$ cat src/rtl/fmul_bridge_pkg.sv
// Shared types and sizing helpers for the byte-wide float multiplier bridge.
package fmul_bridge_pkg;

    typedef enum logic [2:0] {LOAD_A, LOAD_B, ISSUE, WAIT, DRAIN} state_t;

    localparam int WIDTH_DFLT   = 32;
    localparam int TIMEOUT_DFLT = 255;
    localparam int NBYTES       = WIDTH_DFLT / 8;

    // Counter width that still holds at least one bit for degenerate sizes.
    function automatic int ctr_width(input int n);
        return (n <= 2) ? 1 : $clog2(n);
    endfunction

    localparam int CNT_W = ctr_width(NBYTES);
    localparam int TMR_W = ctr_width(TIMEOUT_DFLT + 1);

endpackage

$ cat src/rtl/strobe_sync_edge.sv
// Brings the asynchronous host strobe into clk and emits a one-cycle tick per rising edge.
module strobe_sync_edge #(
    parameter int SYNC_STAGES = 2
) (
    input  logic clk,
    input  logic rst_n,
    input  logic strobe,
    output logic tick
);

    logic [SYNC_STAGES-1:0] sync_q;
    logic                   synced_d;

    always_ff @(posedge clk or negedge rst_n) begin
        if (!rst_n) begin
            sync_q   <= '0;
            synced_d <= 1'b0;
        end else begin
            sync_q   <= {sync_q[SYNC_STAGES-2:0], strobe};
            synced_d <= sync_q[SYNC_STAGES-1];
        end
    end

    assign tick = sync_q[SYNC_STAGES-1] & ~synced_d;

endmodule

$ cat src/rtl/fmul_byte_bridge.sv
// Loads two operands a byte at a time, issues them to the multiplier, and drains the result bytewise.
//
//  state  | meaning
//  LOAD_A | shifting host bytes into operand A
//  LOAD_B | shifting host bytes into operand B
//  ISSUE  | one-cycle valid pulse to the multiplier
//  WAIT   | waiting for the result or the timeout
//  DRAIN  | host reads the result MSB byte first
module fmul_byte_bridge
    import fmul_bridge_pkg::*;
#(
    parameter int WIDTH       = 32,
    parameter int TIMEOUT     = 255,
    parameter int SYNC_STAGES = 2
) (
    input  logic             clk,
    input  logic             rst_n,
    input  logic [7:0]       in_byte,
    input  logic             in_strobe,
    output logic [7:0]       out_byte,
    output logic             busy,
    output logic             done,
    output logic             err,
    output logic [WIDTH-1:0] mul_a_bits,
    output logic             mul_a_valid,
    output logic [WIDTH-1:0] mul_b_bits,
    output logic             mul_b_valid,
    input  logic             mul_out_valid,
    input  logic [WIDTH-1:0] mul_out_bits
);

    localparam int NB = WIDTH / 8;
    localparam int CW = ctr_width(NB);
    localparam int TW = ctr_width(TIMEOUT + 1);
    localparam logic [CW-1:0] CNT_LAST = CW'(NB - 1);
    localparam logic [TW-1:0] TMR_LAST = TW'(TIMEOUT - 1);

    state_t           state;
    logic [CW-1:0]    cnt;
    logic [TW-1:0]    timer;
    logic [WIDTH-1:0] a_q;
    logic [WIDTH-1:0] b_q;
    logic [WIDTH-1:0] res;
    logic             tick;

    strobe_sync_edge #(.SYNC_STAGES(SYNC_STAGES)) u_sync (
        .clk    (clk),
        .rst_n  (rst_n),
        .strobe (in_strobe),
        .tick   (tick)
    );

    assign mul_a_bits = a_q;
    assign mul_b_bits = b_q;
    assign out_byte   = res[WIDTH-1 -: 8];

    always_ff @(posedge clk or negedge rst_n) begin
        if (!rst_n) begin
            state       <= LOAD_A;
            cnt         <= '0;
            timer       <= '0;
            a_q         <= '0;
            b_q         <= '0;
            res         <= '0;
            busy        <= 1'b0;
            done        <= 1'b0;
            err         <= 1'b0;
            mul_a_valid <= 1'b0;
            mul_b_valid <= 1'b0;
        end else begin
            mul_a_valid <= 1'b0;
            mul_b_valid <= 1'b0;
            case (state)
                LOAD_A: begin
                    if (tick) begin
                        a_q <= (a_q << 8) | WIDTH'(in_byte);
                        if (cnt == CNT_LAST) begin
                            cnt   <= '0;
                            state <= LOAD_B;
                        end else begin
                            cnt <= cnt + CW'(1);
                        end
                    end
                end
                LOAD_B: begin
                    if (tick) begin
                        b_q <= (b_q << 8) | WIDTH'(in_byte);
                        if (cnt == CNT_LAST) begin
                            cnt         <= '0;
                            state       <= ISSUE;
                            busy        <= 1'b1;
                            mul_a_valid <= 1'b1;
                            mul_b_valid <= 1'b1;
                        end else begin
                            cnt <= cnt + CW'(1);
                        end
                    end
                end
                ISSUE: begin
                    timer <= '0;
                    state <= WAIT;
                end
                WAIT: begin
                    timer <= timer + TW'(1);
                    // A result arriving on the timeout cycle still counts as valid.
                    if (mul_out_valid) begin
                        res   <= mul_out_bits;
                        done  <= 1'b1;
                        busy  <= 1'b0;
                        state <= DRAIN;
                    end else if (timer == TMR_LAST) begin
                        res   <= '0;
                        err   <= 1'b1;
                        busy  <= 1'b0;
                        state <= DRAIN;
                    end
                end
                DRAIN: begin
                    if (tick) begin
                        res <= res << 8;
                        if (cnt == CNT_LAST) begin
                            cnt   <= '0;
                            done  <= 1'b0;
                            err   <= 1'b0;
                            state <= LOAD_A;
                        end else begin
                            cnt <= cnt + CW'(1);
                        end
                    end
                end
                default: state <= LOAD_A;
            endcase
        end
    end

endmodule

$ cat config.mk
export PLATFORM = sky130hd
export DESIGN_NAME = fmul_byte_bridge
export DESIGN_NICKNAME = d
export VERILOG_FILES = /design/src/rtl/fmul_bridge_pkg.sv /design/src/rtl/strobe_sync_edge.sv /design/src/rtl/fmul_byte_bridge.sv
export SDC_FILE = /design/constraint.sdc
export NUM_CORES = 1
export LEC_CHECK = 0
export CORE_MARGIN = 4
export CORE_UTILIZATION = 42
export DETAILED_ROUTE_END_ITERATION = 10
export GPL_TIMING_DRIVEN = 0
export PLACE_DENSITY = 0.66
export SYNTH_ARGS = -nofsm -noshare
export SYNTH_HDL_FRONTEND = slang
export SYNTH_SLANG_ARGS = --single-unit
$ cat constraint.sdc
create_clock -name clk -period 4.1 [get_ports clk]
set_input_delay 1.025 -clock clk [delete_from_list [all_inputs] [get_ports clk]]
set_output_delay 1.025 -clock clk [all_outputs]
set_load 0.03 [all_outputs]
==> results.json, run 1 <==
{
  "status": "finished clean",
  "finalSetupViolCount": 0,
  "crit_type": "reg2out",
  "dieArea_mm2": 0.0140,
  "postLayoutCoreUtil_pct": 61.2,
  "reg2reg_depth": 5,
  "cts_tree": "built",
  "drv_cap": 0,
  "rsz0062_at_grt": "no",
  "async_reset_ff_share_pct": 100,
  "ioPinCount": 121,
  "hp-start": "u_sync.sync_q[0]",
  "post_cts_buffers": 0,
  "multi_input_area_mm2": 0.00198,
  "critPathRequiredTime_ns": 3.07,
  "dp.cells": 666,
  "nets": 589,
  "use_met2_pct": 28.6,
  "place_hpwl_um": 8500,
  "instances_no_fill": 697,
  "final_area_mm2": 0.00714,
  "worstSkewPairLatency_ns": 0.41,
  "ir_drop_v": 0.000302,
  "drv_slew": 0,
  "syn_to_final_growth_pct": 40.1,
  "wire_per_inst_um": 16.7,
  "yosysSeqAreaShare_pct": 56.9,
  "clkTransAtPathRegs_ns": 0.05,
  "place.gp.congestion": 0.779,
  "overflow": 0,
  "routed_wl_um": 11600,
  "worstPathMaxFanout": 2,
  "cts_hold_buffers": 0,
  "ys_types": 36,
  "critPathBufInv": 2,
  "rows": 39,
  "path_cells": "buf_4 > clkdlybuf4s50_1",
  "routed-via-count": 3589,
  "setup_slack_ns": 1.52,
  "via_per_inst": 5.15,
  "ctsResizeCount": 0,
  "cts_buffer_depth": 2,
  "fin_crit_sh_pct": 62.9,
  "pre_cts_ws_ns": 1.24,
  "ys.flop_type": "dfrtp_1",
  "root_buffer": "clkbuf_16",
  "fmax_ghz": 0.388,
  "endpoint_kind": "output port",
  "r2r-start": "state[2]",
  "die_w_um": 118,
  "finalSetupTns_ns": 0,
  "grt_max_degree": 69,
  "cp_top_family": "buffers and inverters",
  "die_h_um": 118,
  "hold_viol_final": 0,
  "tightest_slew_ns": 0.846,
  "antenna_found_initial": 0,
  "power_density_mw_per_mm2": 834,
  "syn_nets": 449,
  "hold_depth": 0,
  "synth.avg_cell_area_um2": 12.7,
  "core_area_mm2": 0.0117,
  "grt_pass1_wl_um": 19400,
  "clock-sinks": 116,
  "syn_area_mm2": 0.00510,
  "layout_commonest_cell": "clkdlybuf4s50_1",
  "portBuffers": 120,
  "cts-htree-levels": 4,
  "slowest_stage": "clkdlybuf4s50_1",
  "max_stage_delay_ns": 0.65,
  "final_cell_mix": "clkdlybuf4s50_1, dfrtp_1, nand2_1, mux2_2, nand3_1",
  "worstReg2RegEnd": "res[9]",
  "r2r_setup_slack_ns": 2.09,
  "floorplan.initialDensity_pct": 43.7,
  "finClkSkew_ns": 0.00857,
  "hp-class": "reg2reg",
  "grt_pass1_vias": 3821,
  "ant_nets": 0,
  "layout-drive-gt1-share_pct": 23.6,
  "startpoint_type": "flip-flop",
  "diodes": 0,
  "p_leak_nw": 3.34,
  "drt_iter0_markers": 184,
  "drc_errors": 0,
  "finalPower_mw": 5.95,
  "grt_use_met3_pct": 4.58,
  "firstDrtPassIters": 4,
  "min_to": "u_sync.sync_q[1]",
  "yosysWarningCount": 0,
  "whs_ns": 0.348,
  "final-seq-area_mm2": 0.00290,
  "busiest_layer": "met2",
  "numCtsBuffers": 17,
  "arrival_ns": 1.55,
  "synth-edff-count": 0,
  "synth_seq_cells": 116,
  "placed_cell_area_mm2": 0.00651,
  "fill_cells": 946,
  "syn_inst": 402,
  "min_period_ns": 2.58,
  "grt_usage_pct": 17.5,
  "use_met1_pct": 22.0,
  "slew_headroom_pct": 43.5
}
-- power by group --
group          internal, mW  total, mW  switching (mW)
registers              1.61       1.92           0.313
clock network          1.07       1.56           0.488
logic                  1.19       2.47            1.27
total                  3.88       5.95            2.08
-- cells in the mapped netlist (5+ instances only) --
master    number  share of area [%]
a21o_1        10                1.5
a21oi_1        5               0.49
and4_1         8                1.4
buf_2          9               0.88
buf_4          9                1.3
clkbuf_1      10               0.74
dfrtp_1      116                 57
mux2_1        15                3.3
mux2_2        52                 11
mux2_4        22                6.5
nand2_1       59                4.3
nand3_1       27                2.7
nor2_1         8               0.59
o21ai_0       13                1.3
-- area by class of cell --
class,count,area share [%]
flip-flops and latches,116,40.7
multi-input cells,250,27.8
repair buffers,121,17.2
clock buffers,22,6.78
plain buffers,34,2.84
well taps,143,2.51
clock inverters,9,2.10
inverters,2,0.105
-- state kept, by name, summed over array words and instances, names as in the netlist, 2 cells and up --
signal         cells
cnt                2
mul_a_bits        32
mul_b_bits        32
res               32
state              3
timer              8
u_sync.sync_q      2
-- metal layers --
layer / part of all wire [%] / wire (um) / vias to the layer above
li1: - / - / 1683
met1: 44 / 5130 / 1783
met2: 49 / 5680 / 103
met3: 5.0 / 585 / 20
met4: 2.0 / 229 / 0
met5: 0 / 0 / -
-- how the worst max path moves through the flow --
stage	start	endpoint	slack (ns)	depth (start not counted)
after CTS	res[31]	out_byte[7]	1.50	2
after detailed placement	mul_out_valid	res[25]	1.24	6
final	res[31]	out_byte[7]	1.52	2
after global placement	rst_n	busy	-2.34	1
after global routing	res[31]	out_byte[7]	1.47	2
after floorplan	mul_out_valid	res[10]	2.10	3
-- cells by family after synthesis --
logic type,Yosys count,share of synthesized area [%]
AND/OR/NAND/NOR,118,11.2
flip-flops,116,56.9
multiplexers,93,22.1
AO/OA/AOI/OAI,36,4.96
buffers and inverters,36,4.12
adder cells (fa/ha/maj),3,0.736
Note: power is estimated with default switching activity, not from simulation.
==> run 2: changes to the inputs <==
- PLACE_DENSITY: 0.66 -> 0.69
- clock period: 4.1 -> 2.25 ns (I/O delays scaled with it)
==> run 2 against run 1 <==
  * Register-to-register slack worse by 1.9 ns
  * Critical path type unchanged
  * Largest cell class unchanged
  * Sequential share of layout area is 0.24 points higher
  * Utilization shrank 0.35 points
  * Worst hold slack worse by 0.29 ns
  * Highest routed layer unchanged
  * Routed wire length fell by 0.34%
  * Count of clock-buffer cells in the layout decreased by 5
==> results.json, run 2 (synthesis results as in run 1) <==
{
  "rsz0062_at_grt": "no",
  "routed-via-count": 3564,
  "max_stage_delay_ns": 0.66,
  "wire_per_inst_um": 16.6,
  "ir_drop_v": 0.000518,
  "cts_hold_buffers": 0,
  "finalSetupViolCount": 0,
  "drv_cap": 0,
  "grt_usage_pct": 17.3,
  "pwr-share-seq_pct": 32.9,
  "power_frac_clock_pct": 25.2,
  "tightest_slew_ns": 0.984,
  "status": "finished clean",
  "ioPinCount": 121,
  "firstDrtPassIters": 4,
  "place.gp.congestion": 0.752,
  "rows": 39,
  "numCtsBuffers": 17,
  "power_density_mw_per_mm2": 1510,
  "fin_crit_sh_pct": 93.6,
  "ant_nets": 0,
  "layout_commonest_cell": "clkdlybuf4s50_1",
  "post_cts_buffers": 0,
  "worstSkewPairLatency_ns": 0.41,
  "netSwitchingFraction_pct": 36.7,
  "root_buffer": "clkbuf_16",
  "antenna_found_initial": 0,
  "clkTransAtPathRegs_ns": 0.06,
  "via_per_inst": 5.11,
  "dieArea_mm2": 0.0140,
  "place_hpwl_um": 8310,
  "arrival_ns": 1.54,
  "endpoint_kind": "output port",
  "critPathRequiredTime_ns": 1.69,
  "p_switching_mw": 3.92,
  "core_area_mm2": 0.0117,
  "floorplan.initialDensity_pct": 43.7,
  "diodes": 0,
  "min_period_ns": 2.11,
  "worstPathMaxFanout": 2,
  "fmax_ghz": 0.475,
  "path_cells": "buf_4 > clkdlybuf4s50_1",
  "instances_no_fill": 698,
  "internal_power_mw": 6.76,
  "final_cell_mix": "clkdlybuf4s50_1, dfrtp_1, nand2_1, mux2_2, nand3_1",
  "hold_viol_final": 0,
  "routed_wl_um": 11600,
  "slew_headroom_pct": 34.3,
  "layout-drive-gt1-share_pct": 24.0,
  "slowest_stage": "clkdlybuf4s50_1",
  "clock-sinks": 116,
  "hp-class": "in2async",
  "grt_pass1_wl_um": 19500,
  "p_comb_share_pct": 41.9,
  "cts-htree-levels": 4,
  "nets": 589,
  "cts_buffer_depth": 2,
  "startpoint_type": "flip-flop",
  "syn_to_final_growth_pct": 39.3,
  "drc_errors": 0,
  "die_h_um": 118,
  "grt_max_degree": 78,
  "postLayoutCoreUtil_pct": 60.9,
  "drv_slew": 0,
  "crit_type": "reg2out",
  "portBuffers": 120,
  "finClkSkew_ns": 0.0101,
  "dp.cells": 666,
  "p_leak_nw": 3.32,
  "overflow": 0,
  "drt_iter0_markers": 194,
  "ctsResizeCount": 0,
  "cts_tree": "built",
  "die_w_um": 118,
  "grt_pass1_vias": 3873
}
run 2: area by class of cell:
cell class	count	area, um^2
Sequential cell	116	2900
Clock inverter	15	168
Multi-Input combinational cell	250	1980
Clock buffer	17	425
Inverter	2	7.51
Timing Repair Buffer	121	1230
Tap cell	143	179
Fill cell	931	4560
Buffer	34	203
run 2: metal layers:
metal	part of all wire, %	track usage [%]
met1	46	22.4
met3	5.1	4.44
met5	0	0
met2	47	28.0
met4	1.8	6.81
run 2: worst max-delay path: cells and delay by family (launching register included):
kind / cells / cell delay, ns
flip-flops: 1 / 0.36
buffers and inverters: 2 / 0.77
run 2: final timing paths:
kind,from,endpoint,slack [ns],cells past startpoint
worst max-delay path,res[27],out_byte[3],0.14,2
worst min-delay path,rst_n,mul_b_bits[18],0.06,1
worst max register to register,state[2],res[11],0.18,5
worst min register to register,u_sync.sync_q[0],u_sync.sync_q[1],0.35,0
max in group asynchronous,rst_n,timer[1],1.49,2
min in group clk,u_sync.sync_q[0],u_sync.sync_q[1],0.35,0
run 2: power groups by stage:
| stage | clock [mW] | combinational [mW] | sequential [mW] |
|---|---|---|---|
| 4_1_cts | 2.74 | 4.54 | 3.52 |
| 3_5_place_dp | 0 | 4.52 | 3.54 |
| 2_1_floorplan | 0 | 1.64 | 4.55 |
| 3_3_place_gp | 0 | 4.43 | 3.52 |
| 5_1_grt | 2.83 | 4.73 | 3.63 |
| 6_report | 2.69 | 4.48 | 3.52 |
run 2: through the flow:
step / hold slack, ns / TNS [ns] / cell area [um^2] / total power [mW] / setup WS, ns
after floorplan: 0.267 / 0 / 5100 / 6.19 / 0.405
after global placement: 0.332 / -437.58 / 6480 / 7.94 / -3.76
after detailed placement: 0.335 / -2.32 / 6510 / 8.06 / -0.183
after CTS: 0.0565 / 0 / 7100 / 10.8 / 0.118
after global routing: 0.0697 / 0 / 7100 / 11.2 / 0.00741
final: 0.0553 / 0 / 7100 / 10.7 / 0.145
==> run 3: changes to the inputs <==
- CTS_BUF_LIST: not set -> sky130_fd_sc_hd__clkbuf_8
- SETUP_SLACK_MARGIN: not set -> 0.15
==> run 3 against run 2 <==
  * Sequential share of layout area grew 0.61 points
  * Routed wire length shrank 1.7%
  * Combinational power shrank 2%
  * Die area is the same
  * Via count grew 0.59%
  * First-iteration DRC count shrank 21%
  * Count of clock-buffer cells in the layout is the same
  * Largest power group unchanged
  * Highest routed layer unchanged
==> results.json, run 3 (synthesis results as in run 1) <==
{
  "status": "finished clean",
  "rows": 39,
  "drt_iter0_markers": 154,
  "routed_wl_um": 11400,
  "crit_type": "reg2out",
  "place.gp.congestion": 0.752,
  "critPathRequiredTime_ns": 1.69,
  "die_w_um": 118,
  "tightest_slew_ns": 0.548,
  "cts_buffer_depth": 2,
  "power_density_mw_per_mm2": 1400,
  "overflow": 0,
  "endpoint_kind": "output port",
  "finalSetupViolCount": 0,
  "clock-sinks": 116,
  "path_cells": "clkdlybuf4s50_1",
  "netSwitchingFraction_pct": 38.7,
  "numCtsBuffers": 17,
  "ioPinCount": 121,
  "root_buffer": "clkbuf_8",
  "drv_cap": 0,
  "hp-class": "in2async",
  "startpoint_type": "flip-flop",
  "place_hpwl_um": 8310,
  "grt_pass1_wl_um": 19000,
  "floorplan.initialDensity_pct": 43.7,
  "diodes": 0,
  "via_per_inst": 5.11,
  "cts-htree-levels": 4,
  "portBuffers": 120,
  "hold_viol_final": 0,
  "cp_top_family": "buffers and inverters",
  "pwr-share-seq_pct": 35.6,
  "die_h_um": 118,
  "internal_power_mw": 6.02,
  "fmax_ghz": 0.488,
  "layout-drive-gt1-share_pct": 24.9,
  "finalSetupTns_ns": 0,
  "grt_pass1_vias": 3795,
  "nets": 593,
  "min_period_ns": 2.05,
  "routed-via-count": 3585,
  "whs_ns": 0.0341,
  "critPathBufInv": 1,
  "ir_drop_v": 0.000454,
  "max_stage_delay_ns": 0.68,
  "worstSkewPairLatency_ns": 0.42,
  "final_cell_mix": "dfrtp_1, clkdlybuf4s50_1, nand2_1, mux2_2, dlymetal6s2s_1",
  "finalPower_mw": 9.81,
  "slew_headroom_pct": 63.3,
  "p_leak_nw": 3.58,
  "finClkSkew_ns": 0.0125,
  "cts_tree": "built",
  "fin_crit_sh_pct": 91.0,
  "p_comb_share_pct": 44.7,
  "power_frac_clock_pct": 19.8,
  "slowest_stage": "clkdlybuf4s50_1",
  "grt_max_degree": 78,
  "rsz0062_at_grt": "no",
  "core_area_mm2": 0.0117,
  "wire_per_inst_um": 16.2,
  "firstDrtPassIters": 5,
  "drv_slew": 0,
  "antenna_found_initial": 0,
  "syn_to_final_growth_pct": 37.2,
  "clkTransAtPathRegs_ns": 0.08,
  "dieArea_mm2": 0.0140,
  "ant_nets": 0,
  "arrival_ns": 1.49,
  "drc_errors": 0,
  "p_switching_mw": 3.80,
  "layout_commonest_cell": "dfrtp_1",
  "grt_usage_pct": 16.8,
  "worstPathMaxFanout": 3
}
## run 3: per-layer routing
layer,global-route usage [%],routed length (um)
met2,26.9,5470
met5,0,0
met1,22.2,5240
met3,5.11,589
met4,4.62,91
## run 3: power by group through the flow
stage	registers, mW	logic (mW)	clock network (mW)
finish	3.49	4.38	1.94
global route	3.60	4.64	2.08
CTS	3.51	4.44	1.99
detailed placement	3.54	4.52	0
global placement	3.52	4.43	0
floorplan	4.55	1.64	0
## run 3: area by class of cell
class	instances	area, um^2
clock buffers	17	234
inverters	2	7.51
flip-flops and latches	116	2900
clock inverters	15	168
repair buffers	125	1310
multi-input cells	250	1990
well taps	143	179
fillers	949	4670
plain buffers	34	204
## run 3: final timing paths
path	from	to	slack, ns	depth (start not counted)
max	mul_a_bits[19]	mul_a_bits[19]	0.20	1
min	rst_n	mul_b_bits[26]	0.03	1
max reg2reg	state[2]	res[21]	0.25	5
min reg2reg	u_sync.sync_q[0]	u_sync.sync_q[1]	0.35	0
max in group asynchronous	rst_n	mul_b_bits[4]	1.51	2
min in group clk	u_sync.sync_q[0]	u_sync.sync_q[1]	0.35	0
## run 3: stage by stage
| step | std cells | setup WS (ns) | utilization [%] | instance area [um^2] |
|---|---|---|---|---|
| after global placement | 665 | -3.76 | 55.5 | 6480 |
| final | 702 | 0.202 | 60.0 | 6990 |
| after floorplan | 402 | 0.405 | - | 5100 |
| after CTS | 698 | 0.151 | 59.1 | 6890 |
| after detailed placement | 666 | -0.183 | 55.8 | 6510 |
| after global routing | 702 | 0.142 | 60.0 | 6990 |
## run 3: repair_timing
item | CTS | global route
hold buffers | 0 | 0
endpoints found under the hold margin | 0 | 0
pin swaps | 0 | 1
buffers inserted | 0 | 4
cloned | 0 | 0
gates resized for setup | 16 | 30
endpoints found under the setup margin | 16 | 52
